### config.mk
export PLATFORM = sky130hd
export DESIGN_NAME = frame_fade_sub
export DESIGN_NICKNAME = d
export VERILOG_FILES = /design/src/rtl/frame_fade_sub.sv
export SDC_FILE = /design/constraint.sdc
export NUM_CORES = 1
export LEC_CHECK = 0
export CORE_MARGIN = 4
export CORE_UTILIZATION = 45
export CTS_BUF_LIST = sky130_fd_sc_hd__clkbuf_16
export DETAILED_ROUTE_END_ITERATION = 8
export MAX_ROUTING_LAYER = met4
export PLACE_DENSITY = 0.76
export SLEW_MARGIN = 20
export SYNTH_ARGS = -nofsm -noshare
export SYNTH_HDL_FRONTEND = slang
export SYNTH_SLANG_ARGS = --single-unit
### constraint.sdc
create_clock -name clk -period 2.9 [get_ports clk]
set_input_delay 0.29 -clock clk [delete_from_list [all_inputs] [get_ports clk]]
set_output_delay 0.29 -clock clk [all_outputs]
set_load 0.02 [all_outputs]
### src/rtl/frame_fade_sub.sv
// Streaming saturating-subtract fader for RGB444 pixels with a frame-stepped fade ramp.
// One register stage; the fade level latches on accepted start-of-frame pixels.
module frame_fade_sub #(
  parameter int FRAMES_PER_STEP = 4,
  parameter int STEP            = 1
) (
  input  logic        clk,
  input  logic        rst,
  input  logic        start,
  input  logic        in_valid,
  output logic        in_ready,
  input  logic        in_sof,
  input  logic [11:0] in_data,
  output logic        out_valid,
  input  logic        out_ready,
  output logic        out_sof,
  output logic [11:0] out_data,
  output logic [3:0]  level,
  output logic        busy,
  output logic        done
);

  localparam int CW = $clog2(FRAMES_PER_STEP + 1);
  localparam logic [CW-1:0] FPS_C  = CW'(FRAMES_PER_STEP);
  localparam logic [4:0]    STEP_C = 5'(STEP);

  typedef enum logic [1:0] {IDLE, FADING, HOLD} state_t;

  state_t        state_reg, state_next;
  logic [3:0]    level_reg, level_next;
  logic [CW-1:0] cnt_reg, cnt_next, cnt_inc;
  logic          done_reg, done_next;
  logic          out_valid_reg, out_sof_reg;
  logic [11:0]   out_data_reg, faded;
  logic [4:0]    level_sum;
  logic          accept;

  assign in_ready  = !out_valid_reg || out_ready;
  assign accept    = in_valid && in_ready;
  assign cnt_inc   = cnt_reg + CW'(1);
  assign level_sum = {1'b0, level_reg} + STEP_C;

  always_comb begin
    state_next = state_reg;
    level_next = level_reg;
    cnt_next   = cnt_reg;
    done_next  = 1'b0;
    if (start) begin
      // A restart also overrides an sof accepted in the same cycle.
      state_next = FADING;
      level_next = 4'h0;
      cnt_next   = '0;
    end else begin
      case (state_reg)
        IDLE: level_next = 4'h0;
        FADING: begin
          if (accept && in_sof) begin
            if (cnt_inc == FPS_C) begin
              cnt_next   = '0;
              level_next = (level_sum > 5'd15) ? 4'hF : level_sum[3:0];
              if (level_next == 4'hF) begin
                state_next = HOLD;
                done_next  = 1'b1;
              end
            end else begin
              cnt_next = cnt_inc;
            end
          end
        end
        HOLD: level_next = 4'hF;
        default: begin
          state_next = IDLE;
          level_next = 4'h0;
        end
      endcase
    end
  end

  // Pixels are faded with the level in effect after this cycle's update,
  // so an sof pixel that bumps the level already uses the new value.
  generate
    for (genvar gi = 0; gi < 3; gi++) begin : g_chan
      logic [3:0] chan;
      assign chan = in_data[gi*4 +: 4];
      assign faded[gi*4 +: 4] = (chan > level_next) ? (chan - level_next) : 4'h0;
    end
  endgenerate

  always_ff @(posedge clk or posedge rst) begin
    if (rst) begin
      state_reg <= IDLE;
      level_reg <= 4'h0;
      cnt_reg   <= '0;
      done_reg  <= 1'b0;
    end else begin
      state_reg <= state_next;
      level_reg <= level_next;
      cnt_reg   <= cnt_next;
      done_reg  <= done_next;
    end
  end

  always_ff @(posedge clk or posedge rst) begin
    if (rst) begin
      out_valid_reg <= 1'b0;
      out_sof_reg   <= 1'b0;
      out_data_reg  <= 12'h000;
    end else if (accept) begin
      out_valid_reg <= 1'b1;
      out_sof_reg   <= in_sof;
      out_data_reg  <= faded;
    end else if (out_ready) begin
      out_valid_reg <= 1'b0;
    end
  end

  assign out_valid = out_valid_reg;
  assign out_sof   = out_sof_reg;
  assign out_data  = out_data_reg;
  assign level     = level_reg;
  assign busy      = (state_reg == FADING);
  assign done      = done_reg;

endmodule

# Yosys cells after proc, flatten, opt, wreduce, memory -nomap -nowiden
# Cells that the tools add are included.
# classes
add_sub_neg	5
eq_ne	8
magnitude_cmp	4
muxes	24
n_reduce_logical	11
# ops
cell	count
4-bit two-way mux	7
4-bit > comparator	3
3-bit two-way mux	4
4-bit subtractor	3
3-bit by 2-bit != test with 1-bit output (second input constant)	3
2-bit two-way mux	4
4-bit case mux with 2 select lines	1
1-bit two-way mux	7
2-bit nonzero test	3
4-bit by 1-bit adder with 5-bit output (second input constant)	1
5-bit by 4-bit > comparator with 1-bit output (second input constant)	1
4-bit equality test (second input constant)	1
2-bit case mux with 2 select lines	1
4-bit AND reduction	1
3-bit by 1-bit adder with 3-bit output (second input constant)	1
3-bit equality test (second input constant)	1
2-bit by 1-bit equality test with 1-bit output (second input constant)	1
2-bit equality test (second input constant)	1
1-bit logical AND	2
2-bit logical NOT	1
2-bit by 1-bit != test with 1-bit output (second input constant)	1
2-bit AND reduction	1
2-bit OR reduction	1
1-bit logical NOT	1
1-bit logical OR	1
# totals
output_inout_bits	21
in_bits	18
reg_bits	24
word_cells	59

# Longest topological paths before layout
# Gate-level depths: netlist of run 1.
# logic_depth
ltp_word	9
ltp_mapped	12
mapped_depth_nobuf	11

# Worst setup path before layout of run 1
# OpenSTA, ideal clock, no wires.
# synth_timing
kind	register -> register
from	register cnt_reg[0]
to	register out_data_reg[6] (netlist: out_data[6])
t_arrival_ns	2.610
setup_slack_ns	0.154
path_buffers	1
required_time_ns	2.765
setup_time_ns	0.135
stages_incl_launch_ff	13
synth_period_minus_slack_ns	2.746
path_cell_list	dfrtp_1 > ha_1 > ha_1 > and4_4 > buf_6 > and3_1 > o31ai_1 > ha_1 > fa_1 > nor2b_1 > o21a_1 > o21ai_0 > o31ai_1
# synth_via
elab_chain_len	8
word_cells_on_any_way	9
classes_between	add/sub (2); order compare (1); eq/ne (1); mux (5)
# synth_lines
element	line_no	rtl
start: declaration	31	logic [CW-1:0] cnt_reg, cnt_next, cnt_inc;
start signal: assignment	98	cnt_reg <= cnt_next;
3-bit by 1-bit adder with 3-bit output (*)	40	assign cnt_inc = cnt_reg + CW'(1);
3-bit equality test (*)	58	if (cnt_inc == FPS_C) begin
4-bit two-way mux (*)	58	
4-bit two-way mux (*)	57	if (accept && in_sof) begin
4-bit case mux with 2 select lines (*)	54	case (state_reg)
4-bit two-way mux (*)	48	if (start) begin
via level_next[0]	30	logic [3:0] level_reg, level_next;
4-bit subtractor / 4-bit > comparator (equally long branches)	85	assign faded[gi*4 +: 4] = (chan > level_next) ? (chan - level_next) : 4'h0;
4-bit two-way mux (*)	85	
end signal: assignment	107	out_data_reg <= 12'h000;
end signal: assignment	111	out_data_reg <= faded;
end: declaration	34	logic [11:0] out_data_reg, faded;
# Mark *: on every way through the listed nets, which the timed path passes. The rest lies on a longest branch.
# A chain may end at the register's enable or synchronous reset.

# Worst setup path in the final report of run 1
# Ends and elaborated chain as after synthesis.

==> results of run 1 <==
## power by group through the flow
stage          Combinational (mW)  Clock, mW  Sequential (mW)
5_1_grt                     0.250      0.326            0.384
2_1_floorplan              0.0858          0            0.418
6_report                    0.228      0.306            0.380
4_1_cts                     0.229      0.314            0.381
3_3_place_gp                0.221          0            0.385
3_5_place_dp                0.227          0            0.387
## worst paths after layout
check | startpoint | to | cells after the start
worst max-delay path | cnt_reg[0]$_DFFE_PP0P_ | out_data[6]$_DFFE_PP0P_ | 12
worst max register to register | cnt_reg[0]$_DFFE_PP0P_ | out_data[6]$_DFFE_PP0P_ | 12
min in group asynchronous | rst | cnt_reg[0]$_DFFE_PP0P_ | 2
worst min-delay path | out_data[9]$_DFFE_PP0P_ | out_data[9]$_DFFE_PP0P_ | 2
max in group asynchronous | rst | level[1]$_DFF_PP0_ | 2
worst min register to register | out_data[9]$_DFFE_PP0P_ | out_data[9]$_DFFE_PP0P_ | 2
## metrics by stage
step / total power [mW] / hold WS, ns / cells / TNS [ns]
final: 0.914 / 0.474 / 254 / 0
after global routing: 0.960 / 0.504 / 254 / -0.00240
after CTS: 0.924 / 0.480 / 253 / 0
after detailed placement: 0.615 / 0.469 / 249 / -0.140
after global placement: 0.606 / 0.465 / 249 / 0
after floorplan: 0.504 / 0.305 / 165 / 0
## synth_stat cells, types with 2 or more instances
cell type / count
inv_1: 14
o31ai_1: 14
mux2i_1: 2
xor2_1: 4
a21oi_1: 7
xnor2_1: 3
nand2_1: 21
o21ai_0: 6
a41oi_1: 2
and4_4: 2
o31a_1: 2
ha_1: 25
dfrtp_1: 24
nor2_1: 9
o21a_1: 3
nand3_1: 3
fa_1: 3
clkbuf_1: 2
nand4_1: 3
## repair_timing
action,in CTS,in global routing
endpoints found under the setup margin,1,9
setup buffers,0,1
endpoints found under the hold margin,0,0
resized for setup,0,6
pin swaps,1,3
hold buffers,0,0
## final cells by class
cell class                 count  area (µm²)  area share, %
timing repair buffer          42         410           18.8
sequential                    24         601           27.5
multi-input combinational    124         983           45.0
clock inverter                 1        3.75          0.172
tap                           46        57.6           2.64
clock buffer                   3        75.1           3.44
inverter                      14        52.6           2.41
## worst max-delay path, cell delays in order, from the launching register on
cell	delay, ns
dfrtp_1	0.36
ha_1	0.18
ha_2	0.20
and4_4	0.28
and3_1	0.17
o31ai_1	0.07
buf_4	0.16
ha_1	0.20
fa_2	0.36
nor2b_1	0.12
o21a_1	0.15
o21ai_2	0.08
o31ai_1	0.30
## routing by layer
layer	up-vias	GRT usage [%]
met5	-	-
met4	0	9.43
met3	11	2.11
met2	40	32.7
met1	636	20.4
li1	670	-
## cell families after synthesis
logic type / Yosys count / synth area share, %
AND/OR/NAND/NOR: 47 / 14.7
multiplexers: 3 / 1.90
XOR/XNOR: 7 / 3.72
flip-flops: 24 / 36.5
AO/OA/AOI/OAI: 38 / 15.7
buffers and inverters: 17 / 4.33
adder cells (fa/ha/maj): 29 / 23.3
==> impl_metrics.py, run 1 <==
metrics = {
    "place": {
        "routabilityCongestion": 0.934,
        "io_buffers": 38,
        "post-place-ws_ns": -0.107,
        "dp_hpwl_um": 2900,
        "place_area_um2": 2090,
    },
    "timing": {
        "setup_viol": 0,
        "skew_ns": 0.00437,
        "tightest_slew_ns": 0.935,
        "fin_ws_ns": 0.146,
        "period_needed_ns": 2.75,
        "drv_slew": 0,
        "maxSlewHeadroom_pct": 37.6,
        "hold_violations": 0,
        "finalCritPeriodShare_pct": 95.0,
        "max_clock_freq_mhz": 363,
    },
    "critical_path": {
        "start_kind": "flop",
        "cp.arrival_ns": 2.90,
        "required_ns": 3.05,
        "ff2ff_setup_slack_ns": 0.15,
        "worstPathMaxFanout": 7,
        "crit_type": "reg2reg",
        "cp-end-kind": "flop",
    },
    "grt": {
        "grt_first_pass_wirelength_um": 6290,
        "grt_max_degree": 26,
        "grt_use_total_pct": 18.5,
        "grt_pass1_vias": 1428,
        "antenna_found_initial": 0,
        "grt.overflow.total": 0,
    },
    "pwr": {
        "power_frac_comb_pct": 25.0,
        "swShare_pct": 27.8,
        "p_sw_mw": 0.254,
        "p_leak_nw": 0.990,
        "p_int_mw": 0.660,
        "vdd_drop_max_mv": 0.182,
        "cellPowerDensity_nw_per_um2": 419,
        "seq_power_share_pct": 41.6,
        "clockPowerShare_pct": 33.4,
    },
    "clocking": {
        "insertion_delay_ns": 0.26,
        "cts.clk_slew.worst_paths_ns": 0.06,
        "clock_path_buffers": 2,
        "root_buffer": "clkbuf_16",
        "cts_buffers": 3,
        "htree_num_levels": 1,
        "cts_tree": "done",
        "cts.sinks": 24,
    },
    "yosys": {
        "synth_cell_types": 35,
        "synth_top_area_share_pct": 36.5,
        "ys_warn_count": 0,
        "seq_area_frac_synth_pct": 36.5,
        "synth_seq_cells": 24,
        "netlist_instances": 165,
        "syn_area_um2": 1650,
        "synth_top_cell_by_area": "dfrtp_1",
        "syn_area_per_cell_um2": 9.98,
        "yosys-top-cells-area": "dfrtp_1, ha_1, o31ai_1",
        "syn_nets": 211,
        "ys_async_sr_fraction_pct": 100,
        "synth_ff_type": "dfrtp_1",
        "synth-edff-count": 0,
    },
    "drt": {
        "drc": 0,
        "route.met3.wl_um": 119,
        "wl_met1_um": 1530,
        "drtIter0Drc": 65,
        "wire_per_inst_um": 14.3,
        "vias": 1357,
        "wl_met2_um": 1870,
        "vias_per_cell": 5.34,
        "drt_first_pass_iters": 4,
        "top_layer_used": "met4",
        "ant_nets": 0,
        "drt-total-wl_um": 3640,
    },
    "cells_and_area": {
        "layout_commonest_cell": "clkdlybuf4s50_1",
        "drive_gt1_share_pct": 7.21,
        "n_fill_cell": 292,
        "antennaDiodeCount": 0,
        "largest_reg_flops": 12,
        "final_cell_mix": "clkdlybuf4s50_1, ha_1, dfrtp_1, nand2_1",
        "final_util_pct": 63.4,
        "finalNetCount": 255,
        "syn_to_final_growth_pct": 32.6,
        "fin_area_um2": 2180,
    },
    "floorplan": {
        "dieArea_um2": 4690,
        "die_y_um": 68.5,
        "initial_core_util_pct": 47.8,
        "rows": 21,
        "core_um2": 3440,
        "top_level_ports": 39,
        "die_w_um": 68.5,
    },
    "worst_hold_path": {
        "hold_class": "reg2reg",
    },
    "run": {
        "drv_cap": 0,
    },
    "run_status": {
        "status": "finished, final reports clean",
    },
}
Power figures use the tool's default switching activity.
==> run 2, diff against run 1 <==
Settings changed: CORE_UTILIZATION 45 to 36, PLACE_DENSITY 0.76 to not set, SLEW_MARGIN 20 to not set.
==> run 2 against run 1 <==
Net effect:
- final cell count rose by 3.1%
- fmax rose by 0.84%
- worst setup slack improved by 0.023 ns
- sequential cell count did not move
- register-to-register slack improved by 0.02 ns
- first-iteration DRC count fell by 7.7%
- clock-buffer cell count did not move
- clock skew fell by 0.0012 ns
- wire length rose by 3.9%
- sequential share of layout area fell by 0.31 points
- global-route usage fell by 3.8 points
- highest routed layer unchanged
==> impl_metrics.py, run 2 (same netlist as run 1, synthesis figures left out) <==
metrics = {
    "drt": {
        "wire_per_inst_um": 14.5,
        "drt-total-wl_um": 3790,
        "ant_nets": 0,
        "vias_per_cell": 5.19,
        "drtIter0Drc": 60,
        "drc": 0,
        "drt_first_pass_iters": 4,
        "vias": 1360,
    },
    "critical_path": {
        "cp-end-kind": "flop",
        "worstPathMaxFanout": 7,
        "r2r_start": "cnt_reg[0]$_DFFE_PP0P_",
        "ff2ff_setup_slack_ns": 0.17,
        "required_ns": 3.05,
        "critical-path-top-delay-family": "adder cells",
        "reg2reg_depth": 12,
        "reg2reg_to": "out_data[10]$_DFFE_PP0P_",
        "cpMaxStageDelayCell": "fa_1",
        "crit_type": "reg2reg",
        "cp.buffers_inverters": 2,
        "max_stage_delay_ns": 0.40,
        "path_cells": "ha_1 > ha_2 > and4_4 > and3_1 > o31ai_1 > buf_4 > ha_1 > fa_1 > inv_1 > a21o_1 > o21ai_0 > o31ai_1",
        "start_kind": "flop",
        "cp.arrival_ns": 2.88,
    },
    "clocking": {
        "insertion_delay_ns": 0.25,
        "htree_num_levels": 1,
        "cts_tree": "done",
        "cts.sinks": 24,
        "root_buffer": "clkbuf_16",
        "cts_buffers": 3,
        "cts_setup_buffers": 0,
        "clock_path_buffers": 2,
        "cts.clk_slew.worst_paths_ns": 0.06,
    },
    "grt": {
        "grt_pass1_vias": 1426,
        "grt_max_degree": 26,
        "antenna_found_initial": 0,
        "use_met1_pct": 17.4,
        "top_usage_layer": "met2",
        "use_met2_pct": 26.1,
        "grt.overflow.total": 0,
        "grt_use_total_pct": 14.7,
        "grt_util_met3_pct": 2.11,
        "grt_first_pass_wirelength_um": 6370,
    },
    "cells_and_area": {
        "fin_area_um2": 2210,
        "n_fill_cell": 413,
        "layout.cells.non_filler": 262,
        "layout_commonest_cell": "clkdlybuf4s50_1",
        "syn_to_final_growth_pct": 34.1,
        "final_util_pct": 50.4,
        "final_cell_mix": "clkdlybuf4s50_1, ha_1, dfrtp_1, nand2_1",
        "seq_area_um2": 601,
        "multiInputGateArea_um2": 986,
        "antennaDiodeCount": 0,
        "finalNetCount": 257,
        "drive_gt1_share_pct": 8.57,
        "largest_reg_flops": 12,
    },
    "timing": {
        "final.setup.tns_ns": 0,
        "period_needed_ns": 2.73,
        "maxSlewHeadroom_pct": 37.7,
        "hold_violations": 0,
        "skew_ns": 0.00316,
        "tightest_slew_ns": 0.934,
        "fin_ws_ns": 0.169,
        "setup_viol": 0,
        "max_clock_freq_mhz": 366,
        "finalCritPeriodShare_pct": 94.2,
        "drv_slew": 0,
    },
    "worst_hold_path": {
        "min_to": "out_data[1]$_DFFE_PP0P_",
        "hp-start": "out_data[1]$_DFFE_PP0P_",
        "whs_path_depth": 2,
        "hold_class": "reg2reg",
    },
    "pwr": {
        "cellPowerDensity_nw_per_um2": 411,
        "clockPowerShare_pct": 32.7,
        "power_frac_comb_pct": 25.4,
        "p_int_mw": 0.660,
        "p_sw_mw": 0.247,
        "swShare_pct": 27.2,
        "vdd_drop_max_mv": 0.284,
        "seq_power_share_pct": 42.0,
        "p_leak_nw": 1.00,
    },
    "place": {
        "post-place-ws_ns": -0.0377,
        "place_inst": 258,
        "io_buffers": 38,
        "dp_hpwl_um": 3050,
        "routabilityCongestion": 0.942,
        "place_area_um2": 2120,
    },
    "floorplan": {
        "dieArea_um2": 5720,
        "initial_core_util_pct": 37.6,
        "top_level_ports": 39,
        "die_y_um": 75.6,
        "die_w_um": 75.6,
        "core_um2": 4380,
        "rows": 24,
    },
    "run_status": {
        "status": "finished, final reports clean",
    },
    "run": {
        "drv_cap": 0,
    },
}
-- run 2: changes by cell type in the layout (fill, tap and decap cells not counted), sizes merged --
| cell | before | now |
|---|---|---|
| buf | 4 | 6 |
-- run 2: how the worst max path moves through the flow --
| stage | start | end | slack (ns) | cells past startpoint |
|---|---|---|---|---|
| finish | cnt_reg[0]$_DFFE_PP0P_ | out_data[10]$_DFFE_PP0P_ | 0.17 | 12 |
| global route | cnt_reg[0]$_DFFE_PP0P_ | out_data[10]$_DFFE_PP0P_ | -0.008 | 9 |
| CTS | cnt_reg[0]$_DFFE_PP0P_ | out_data[7]$_DFFE_PP0P_ | 0.05 | 10 |
| detailed placement | out_ready | out_data[7]$_DFFE_PP0P_ | -0.04 | 12 |
| global placement | out_ready | out_data[3]$_DFFE_PP0P_ | 0.05 | 11 |
| floorplan | cnt_reg[0]$_DFFE_PP0P_ | out_data[6]$_DFFE_PP0P_ | 0.15 | 12 |
-- run 2: worst register-to-register path, cell delays in order (launching register included) --
cell	delay, ns
dfrtp_1	0.36
ha_1	0.19
ha_2	0.21
and4_4	0.27
and3_1	0.16
o31ai_1	0.07
buf_4	0.16
ha_1	0.20
fa_1	0.40
inv_1	0.07
a21o_1	0.12
o21ai_0	0.14
o31ai_1	0.28
-- run 2: area by class of cell --
cell class | instances | area share (%)
clock buffer | 3 | 3.40
clock inverter | 1 | 0.170
inverter | 14 | 2.38
multi-input combinational | 124 | 44.6
sequential | 24 | 27.2
tap | 52 | 2.95
timing repair buffer | 44 | 19.3
-- run 2: layer usage --
layer | wire length (µm) | share of wire (%)
met5 | 0 | 0
met2 | 1930 | 51
met3 | 143 | 3.8
met4 | 46 | 1.2
met1 | 1670 | 44
-- run 2: power by group through the flow --
stage | combinational (mW) | clock [mW] | sequential, mW
floorplan | 0.0858 | 0 | 0.418
global placement | 0.227 | 0 | 0.387
detailed placement | 0.232 | 0 | 0.387
CTS | 0.233 | 0.303 | 0.381
global route | 0.252 | 0.315 | 0.385
finish | 0.230 | 0.296 | 0.381
-- run 2: per-stage QoR --
step	total power [mW]	hold slack, ns
finish	0.907	0.479
global route	0.952	0.508
CTS	0.917	0.479
detailed placement	0.619	0.465
global placement	0.614	0.463
floorplan	0.504	0.305
-- run 2: what timing repair did --
item | CTS | global route
hold buffers | 0 | 0
setup endpoints to repair | 0 | 9
gates resized for setup | 0 | 6
==> run 3, diff against run 2 <==
Settings changed: SLEW_MARGIN set to 20.
==> results of run 3 <==
Final layout, timing and power as in run 2 (identical DEF).
